$ cat config.mk
export PLATFORM = sky130hd
export DESIGN_NAME = hazard_ctrl
export DESIGN_NICKNAME = d
export VERILOG_FILES = /design/src/rtl/hazard_ctrl_pkg.sv /design/src/rtl/hazard_ctrl_fwd.sv /design/src/rtl/hazard_ctrl.sv
export SDC_FILE = /design/constraint.sdc
export NUM_CORES = 1
export LEC_CHECK = 0
export BUFFER_PORTS_ARGS = -buffer_cell sky130_fd_sc_hd__clkbuf_2
export CAP_MARGIN = 15
export CORE_ASPECT_RATIO = 1.1
export CORE_MARGIN = 5
export CORE_UTILIZATION = 45
export CTS_BUF_LIST = sky130_fd_sc_hd__clkbuf_8 sky130_fd_sc_hd__clkbuf_16
export CTS_CLUSTER_SIZE = 10
export DETAILED_ROUTE_END_ITERATION = 8
export PLACE_DENSITY_LB_ADDON = 0.08
export SLEW_MARGIN = 10
export SYNTH_ARGS = -nofsm -noshare
export SYNTH_HDL_FRONTEND = slang
export SYNTH_SLANG_ARGS = --single-unit
$ cat constraint.sdc
create_clock -name clk -period 3 [get_ports clk]
set_input_delay 0.6 -clock clk [delete_from_list [all_inputs] [get_ports clk]]
set_output_delay 0.6 -clock clk [all_outputs]
set_load 0.03 [all_outputs]
$ cat src/rtl/hazard_ctrl_pkg.sv
// Shared definitions for the hazard controller: FSM states, forward selects, counter width.
package hazard_ctrl_pkg;

  typedef enum logic [1:0] {
    ST_RUN   = 2'b00,
    ST_WAIT  = 2'b01,
    ST_ERROR = 2'b10
  } state_e;

  localparam logic [1:0] FWD_RF  = 2'b00;
  localparam logic [1:0] FWD_WB  = 2'b01;
  localparam logic [1:0] FWD_MEM = 2'b10;

  localparam int CNT_W = 16;
  localparam logic [CNT_W-1:0] CNT_MAX = '1;

  // Statistics counters stick at all-ones instead of wrapping back to zero.
  function automatic logic [CNT_W-1:0] satInc(input logic [CNT_W-1:0] value);
    return (value == CNT_MAX) ? value : value + CNT_W'(1);
  endfunction

endpackage

$ cat src/rtl/hazard_ctrl_fwd.sv
// fwd_unit: picks the bypass source for one execute-stage operand.
module fwd_unit
  import hazard_ctrl_pkg::*;
(
  input  logic [4:0] rsE_i,
  input  logic [4:0] rdM_i,
  input  logic [4:0] rdW_i,
  input  logic       regWriteM_i,
  input  logic       regWriteW_i,
  output logic [1:0] fwdSel_o
);

  // The memory stage holds the younger result, so it wins over writeback; x0 is never bypassed.
  always_comb begin
    fwdSel_o = FWD_RF;
    if (regWriteM_i && (rdM_i != 5'd0) && (rdM_i == rsE_i)) begin
      fwdSel_o = FWD_MEM;
    end else if (regWriteW_i && (rdW_i != 5'd0) && (rdW_i == rsE_i)) begin
      fwdSel_o = FWD_WB;
    end
  end

endmodule

$ cat src/rtl/hazard_ctrl.sv
// hazard_ctrl: operand forwarding, stall/flush priority, data-memory wait supervision and event counters.
module hazard_ctrl
  import hazard_ctrl_pkg::*;
#(
  parameter int TIMEOUT = 255
) (
  input  logic             clk,
  input  logic             rst_n,
  input  logic [4:0]       Rs1D,
  input  logic [4:0]       Rs2D,
  input  logic [4:0]       Rs1E,
  input  logic [4:0]       Rs2E,
  input  logic [4:0]       RdE,
  input  logic [4:0]       RdM,
  input  logic [4:0]       RdW,
  input  logic             RegWriteM,
  input  logic             RegWriteW,
  input  logic             LoadE,
  input  logic             PCSrcE,
  input  logic             MemAccessM,
  input  logic             dmem_ready,
  output logic [1:0]       ForwardAE,
  output logic [1:0]       ForwardBE,
  output logic             StallF,
  output logic             StallD,
  output logic             StallE,
  output logic             StallM,
  output logic             FlushD,
  output logic             FlushE,
  output logic [CNT_W-1:0] stall_cnt,
  output logic [CNT_W-1:0] flush_cnt,
  output logic             mem_timeout
);

  localparam logic [7:0] TimeoutCnt = 8'(TIMEOUT);

  state_e           state_q;
  logic [7:0]       waitCnt_q;
  logic             memTimeout_q;
  logic [CNT_W-1:0] stallCnt_q;
  logic [CNT_W-1:0] stallCnt_d;
  logic [CNT_W-1:0] flushCnt_q;
  logic [CNT_W-1:0] flushCnt_d;
  logic [1:0]       fwdA;
  logic [1:0]       fwdB;
  logic             memStall;
  logic             lwStall;

  fwd_unit u_fwdA (
    .rsE_i       (Rs1E),
    .rdM_i       (RdM),
    .rdW_i       (RdW),
    .regWriteM_i (RegWriteM),
    .regWriteW_i (RegWriteW),
    .fwdSel_o    (fwdA)
  );

  fwd_unit u_fwdB (
    .rsE_i       (Rs2E),
    .rdM_i       (RdM),
    .rdW_i       (RdW),
    .regWriteM_i (RegWriteM),
    .regWriteW_i (RegWriteW),
    .fwdSel_o    (fwdB)
  );

  // Forward selects fall back to the register file while reset is held.
  always_comb begin
    ForwardAE = FWD_RF;
    ForwardBE = FWD_RF;
    if (rst_n) begin
      ForwardAE = fwdA;
      ForwardBE = fwdB;
    end
  end

  // Raw hazard conditions; a stuck memory (ERROR) keeps the whole pipe frozen.
  always_comb begin
    lwStall  = LoadE && (RdE != 5'd0) && ((RdE == Rs1D) || (RdE == Rs2D));
    memStall = (MemAccessM && !dmem_ready) || (state_q == ST_ERROR);
  end

  // Priority resolve: memory wait freezes everything, a taken branch squashes, load-use bubbles.
  always_comb begin
    StallF = 1'b0;
    StallD = 1'b0;
    StallE = 1'b0;
    StallM = 1'b0;
    FlushD = 1'b0;
    FlushE = 1'b0;
    if (rst_n) begin
      if (memStall) begin
        StallF = 1'b1;
        StallD = 1'b1;
        StallE = 1'b1;
        StallM = 1'b1;
      end else if (PCSrcE) begin
        FlushD = 1'b1;
        FlushE = 1'b1;
      end else if (lwStall) begin
        StallF = 1'b1;
        StallD = 1'b1;
        FlushE = 1'b1;
      end
    end
  end

  // Memory wait supervisor: counts WAIT cycles, readiness on the last allowed cycle still returns to RUN.
  always_ff @(posedge clk or negedge rst_n) begin
    if (!rst_n) begin
      state_q      <= ST_RUN;
      waitCnt_q    <= 8'd0;
      memTimeout_q <= 1'b0;
    end else begin
      case (state_q)
        ST_RUN: begin
          if (MemAccessM && !dmem_ready) begin
            state_q   <= ST_WAIT;
            waitCnt_q <= 8'd1;
          end
        end
        ST_WAIT: begin
          if (dmem_ready) begin
            state_q <= ST_RUN;
          end else begin
            waitCnt_q <= waitCnt_q + 8'd1;
            if (waitCnt_q == TimeoutCnt) begin
              state_q      <= ST_ERROR;
              memTimeout_q <= 1'b1;
            end
          end
        end
        ST_ERROR: begin
          memTimeout_q <= 1'b1;
        end
        default: begin
          state_q <= ST_RUN;
        end
      endcase
    end
  end

  // Next values for the saturating event counters.
  always_comb begin
    stallCnt_d = stallCnt_q;
    flushCnt_d = flushCnt_q;
    if (StallF) begin
      stallCnt_d = satInc(stallCnt_q);
    end
    if (FlushD || FlushE) begin
      flushCnt_d = satInc(flushCnt_q);
    end
  end

  // Event counter registers.
  always_ff @(posedge clk or negedge rst_n) begin
    if (!rst_n) begin
      stallCnt_q <= '0;
      flushCnt_q <= '0;
    end else begin
      stallCnt_q <= stallCnt_d;
      flushCnt_q <= flushCnt_d;
    end
  end

  assign stall_cnt   = stallCnt_q;
  assign flush_cnt   = flushCnt_q;
  assign mem_timeout = memTimeout_q;

endmodule

==> key figures <==
Setup path
  – CP startpoint kind: primary input
  – Crit path kind: in2out
  – CP required: 2.40 ns
  – Arrival time worst endpoint: 2.12 ns
  – Flop2flop setup slack: 0.76 ns
  – Crit. End Element: output port
  – CP Max Fanout: 3

STA
  – Fmax: 368 MHz
  – Fin Clk Skew: 0.00742 ns
  – Slew Viols, Final: 0
  – Worst slew margin: 68.5%
  – Slew @ Worst Pin: 0.470 ns
  – Final Hold Fails: 0
  – Hold slack: 0.173 ns
  – Setup tns final: 0 ns
  – Worst setup margin: 0.284 ns
  – Post-route clock period utilization: 90.5%
  – Final Setup Violations: 0
  – Final Critical Period: 2.72 ns
  – RSZ-0062 raised after global routing: no

GRT
  – Met2 global-route usage: 29.7%
  – Met3 GRT Util: 3.70%
  – Total grt overflow: 0
  – Total GRT Usage: 17.0%
  – Gr busiest metal: met2
  – Antenna violations before repair: 0
  – First-pass GRT wire length: 9720 um
  – Largest net degree at the start of global routing: 39
  – Vias in the first global route: 2217
  – Met1 usage: 20.6%

Cells and area
  – Commonest non-fill, non-tap cell in the layout: clkbuf_2
  – Area growth syn-to-layout: 24.8%
  – Fin cells: 413
  – N_diodes: 0
  – Fill cells: 517
  – Register Area: 0.00108 mm^2
  – Multi-input gate area: 0.00137 mm^2
  – Commonest non-fill, non-tap cells in the layout: clkbuf_2, xnor2_1, dfrtp_1
  – Nets: 384
  – Share of layout cells above drive strength 1: 30.8%

Die
  – Die Wd: 80.9 um
  – Die area: 0.00712 mm^2
  – I/O pin count: 86
  – FP Rows: 28
  – Core Area: 0.00536 mm^2
  – Die Y: 88.0 um
  – Initial core utilization: 46.4%

Synthesis
  – Syn avg cell area: 10.1 um^2
  – Yosys warning count: 0
  – Mapped Cells: 247
  – Yosys cell types: 39
  – Syn nets: 293
  – Post-Syn Area: 0.00249 mm^2
  – Seq/Total Area, Yosys: 43.3%
  – Register bit total from synthesis: 43

Pwr
  – Power share of the clock group: 24.9%
  – Leak: 0.00149 uW
  – Logic pwr share: 28.7%
  – Flop pwr share: 46.4%
  – Power per standard cell area: 538 mW/mm^2
  – Post-layout total power: 1670 uW
  – Switching Share: 34.4%
  – Internal power: 1090 uW
  – P_sw: 575 uW
  – Worst VDD drop: 0.554 mV

Clock network
  – Buffers inserted by post-CTS timing repair: 0
  – CTS Hold Buffers Added: 0
  – CTS Buffer Depth: 2
  – CTS buffer count: 5
  – H-Tree Level Count: 2
  – Clock root buffer: clkbuf_8
  – Latest clock arrival within the worst-skew pair: 0.28 ns
  – Worst-path clk slew: 0.08 ns
  – Num Clock Sinks: 43
  – CTS tree: done
  – Gates resized, CTS repair: 0

Drt
  – Vias per inst: 5.15
  – Routed vias: 2126
  – TritonRoute pass-1 iters: 4
  – Initial DRC Count: 79
  – Final wirelength: 5540 um
  – Post-route ant nets: 0
  – Residual DRC: 0
  – Avg WL per Cell: 13.4 um

Placement
  – Gp weighted congestion: 0.839
  – Estimated wirelength of the detail-placed design: 4390 um
  – Port bufs: 85
  – DP Cell Count: 406
  – Pre-CTS setup slack: 0.272 ns

Job
  – Max-cap viol count: 0

Min path
  – Worst min path class: in2async

Outcome
  – Status: complete, no violations
## Yosys cell counts (all sizes together)
cell type | number | share of area [%]
and4 | 4 | 1.5
a22o | 1 | 0.35
nor3b | 1 | 0.50
nand4 | 16 | 4.0
a41o | 1 | 0.40
dfrtp | 43 | 43
o22ai | 1 | 0.25
buf | 5 | 1.4
nand2b | 2 | 0.50
and2 | 6 | 1.5
a21oi | 2 | 0.40
inv | 3 | 0.45
nor2 | 13 | 2.0
nor2b | 2 | 0.50
a21o | 1 | 0.30
o2111ai | 2 | 0.70
nor4 | 3 | 0.75
o211ai | 1 | 0.30
nor3 | 6 | 1.2
nand3 | 19 | 3.8
mux2 | 4 | 2.0
or3 | 1 | 0.25
o221a | 1 | 0.45
and3 | 14 | 3.5
ha | 3 | 1.5
or4 | 4 | 1.2
o21a | 2 | 0.65
xnor2 | 44 | 15
xor2 | 20 | 7.0
nand2 | 16 | 2.4
o21ai | 3 | 0.60
or2 | 2 | 0.50
a21boi | 1 | 0.30
## final timing paths
path,startpoint,to,cells past startpoint
max,RdM[0],ForwardBE[0],6
min,rst_n,state_q[1],1
max reg2reg,flush_cnt[0],flush_cnt[3],7
min reg2reg,mem_timeout,mem_timeout,1
max in group asynchronous,rst_n,flush_cnt[12],2
min in group clk,mem_timeout,mem_timeout,1
## through the flow
| stage | area, um^2 | util (%) |
|---|---|---|
| after floorplan | 2490 | - |
| after global placement | 3000 | 56.0 |
| after detailed placement | 3000 | 56.0 |
| after CTS | 3100 | 57.9 |
| after global routing | 3100 | 57.9 |
| final | 3100 | 57.9 |
## power by group through the flow
stage | registers [uW] | clock network, uW | logic (uW)
2_1_floorplan | 887 | 0 | 201
6_report | 775 | 416 | 479
3_3_place_gp | 785 | 0 | 480
4_1_cts | 774 | 436 | 488
3_5_place_dp | 784 | 0 | 488
5_1_grt | 793 | 463 | 537
## cells by family after synthesis
kind of cell / count (synthesis) / synth area share, %
and+or+nand+nor: 109 / 24.1
buffers and inverters: 8 / 1.86
AOI/OAI and AO/OA: 16 / 4.73
DFF: 43 / 43.3
muxes: 4 / 1.96
adders and majority gates: 3 / 1.51
xor gates and xnor gates: 64 / 22.5
## final cells by class
type / count / area share (%)
well taps: 75 / 3.02
multi-input cells: 196 / 44.0
flip-flops and latches: 43 / 34.7
inverters: 3 / 0.363
clock inverters: 2 / 1.09
clock buffers: 5 / 2.22
repair buffers: 89 / 14.7
## flip-flops by register name (all words and copies together) (netlist names)
name         count
flush_cnt       16
stall_cnt       16
waitCnt_q        8
state_q          2
mem_timeout      1
## routing by layer
metal | vias to the layer above | routed length (um)
met5 | - | 0
met4 | 0 | 29
met3 | 2 | 365
met2 | 58 | 2750
met1 | 1007 | 2400
li1 | 1059 | -
## critical path, stage by stage
cell and delay [ns]:
clkbuf_2 0.11, or4_1 0.53, o21ai_0 0.22, nor4_1 0.10, nor4_1 0.29, clkbuf_2 0.26
Power figures use the tool's default switching activity.
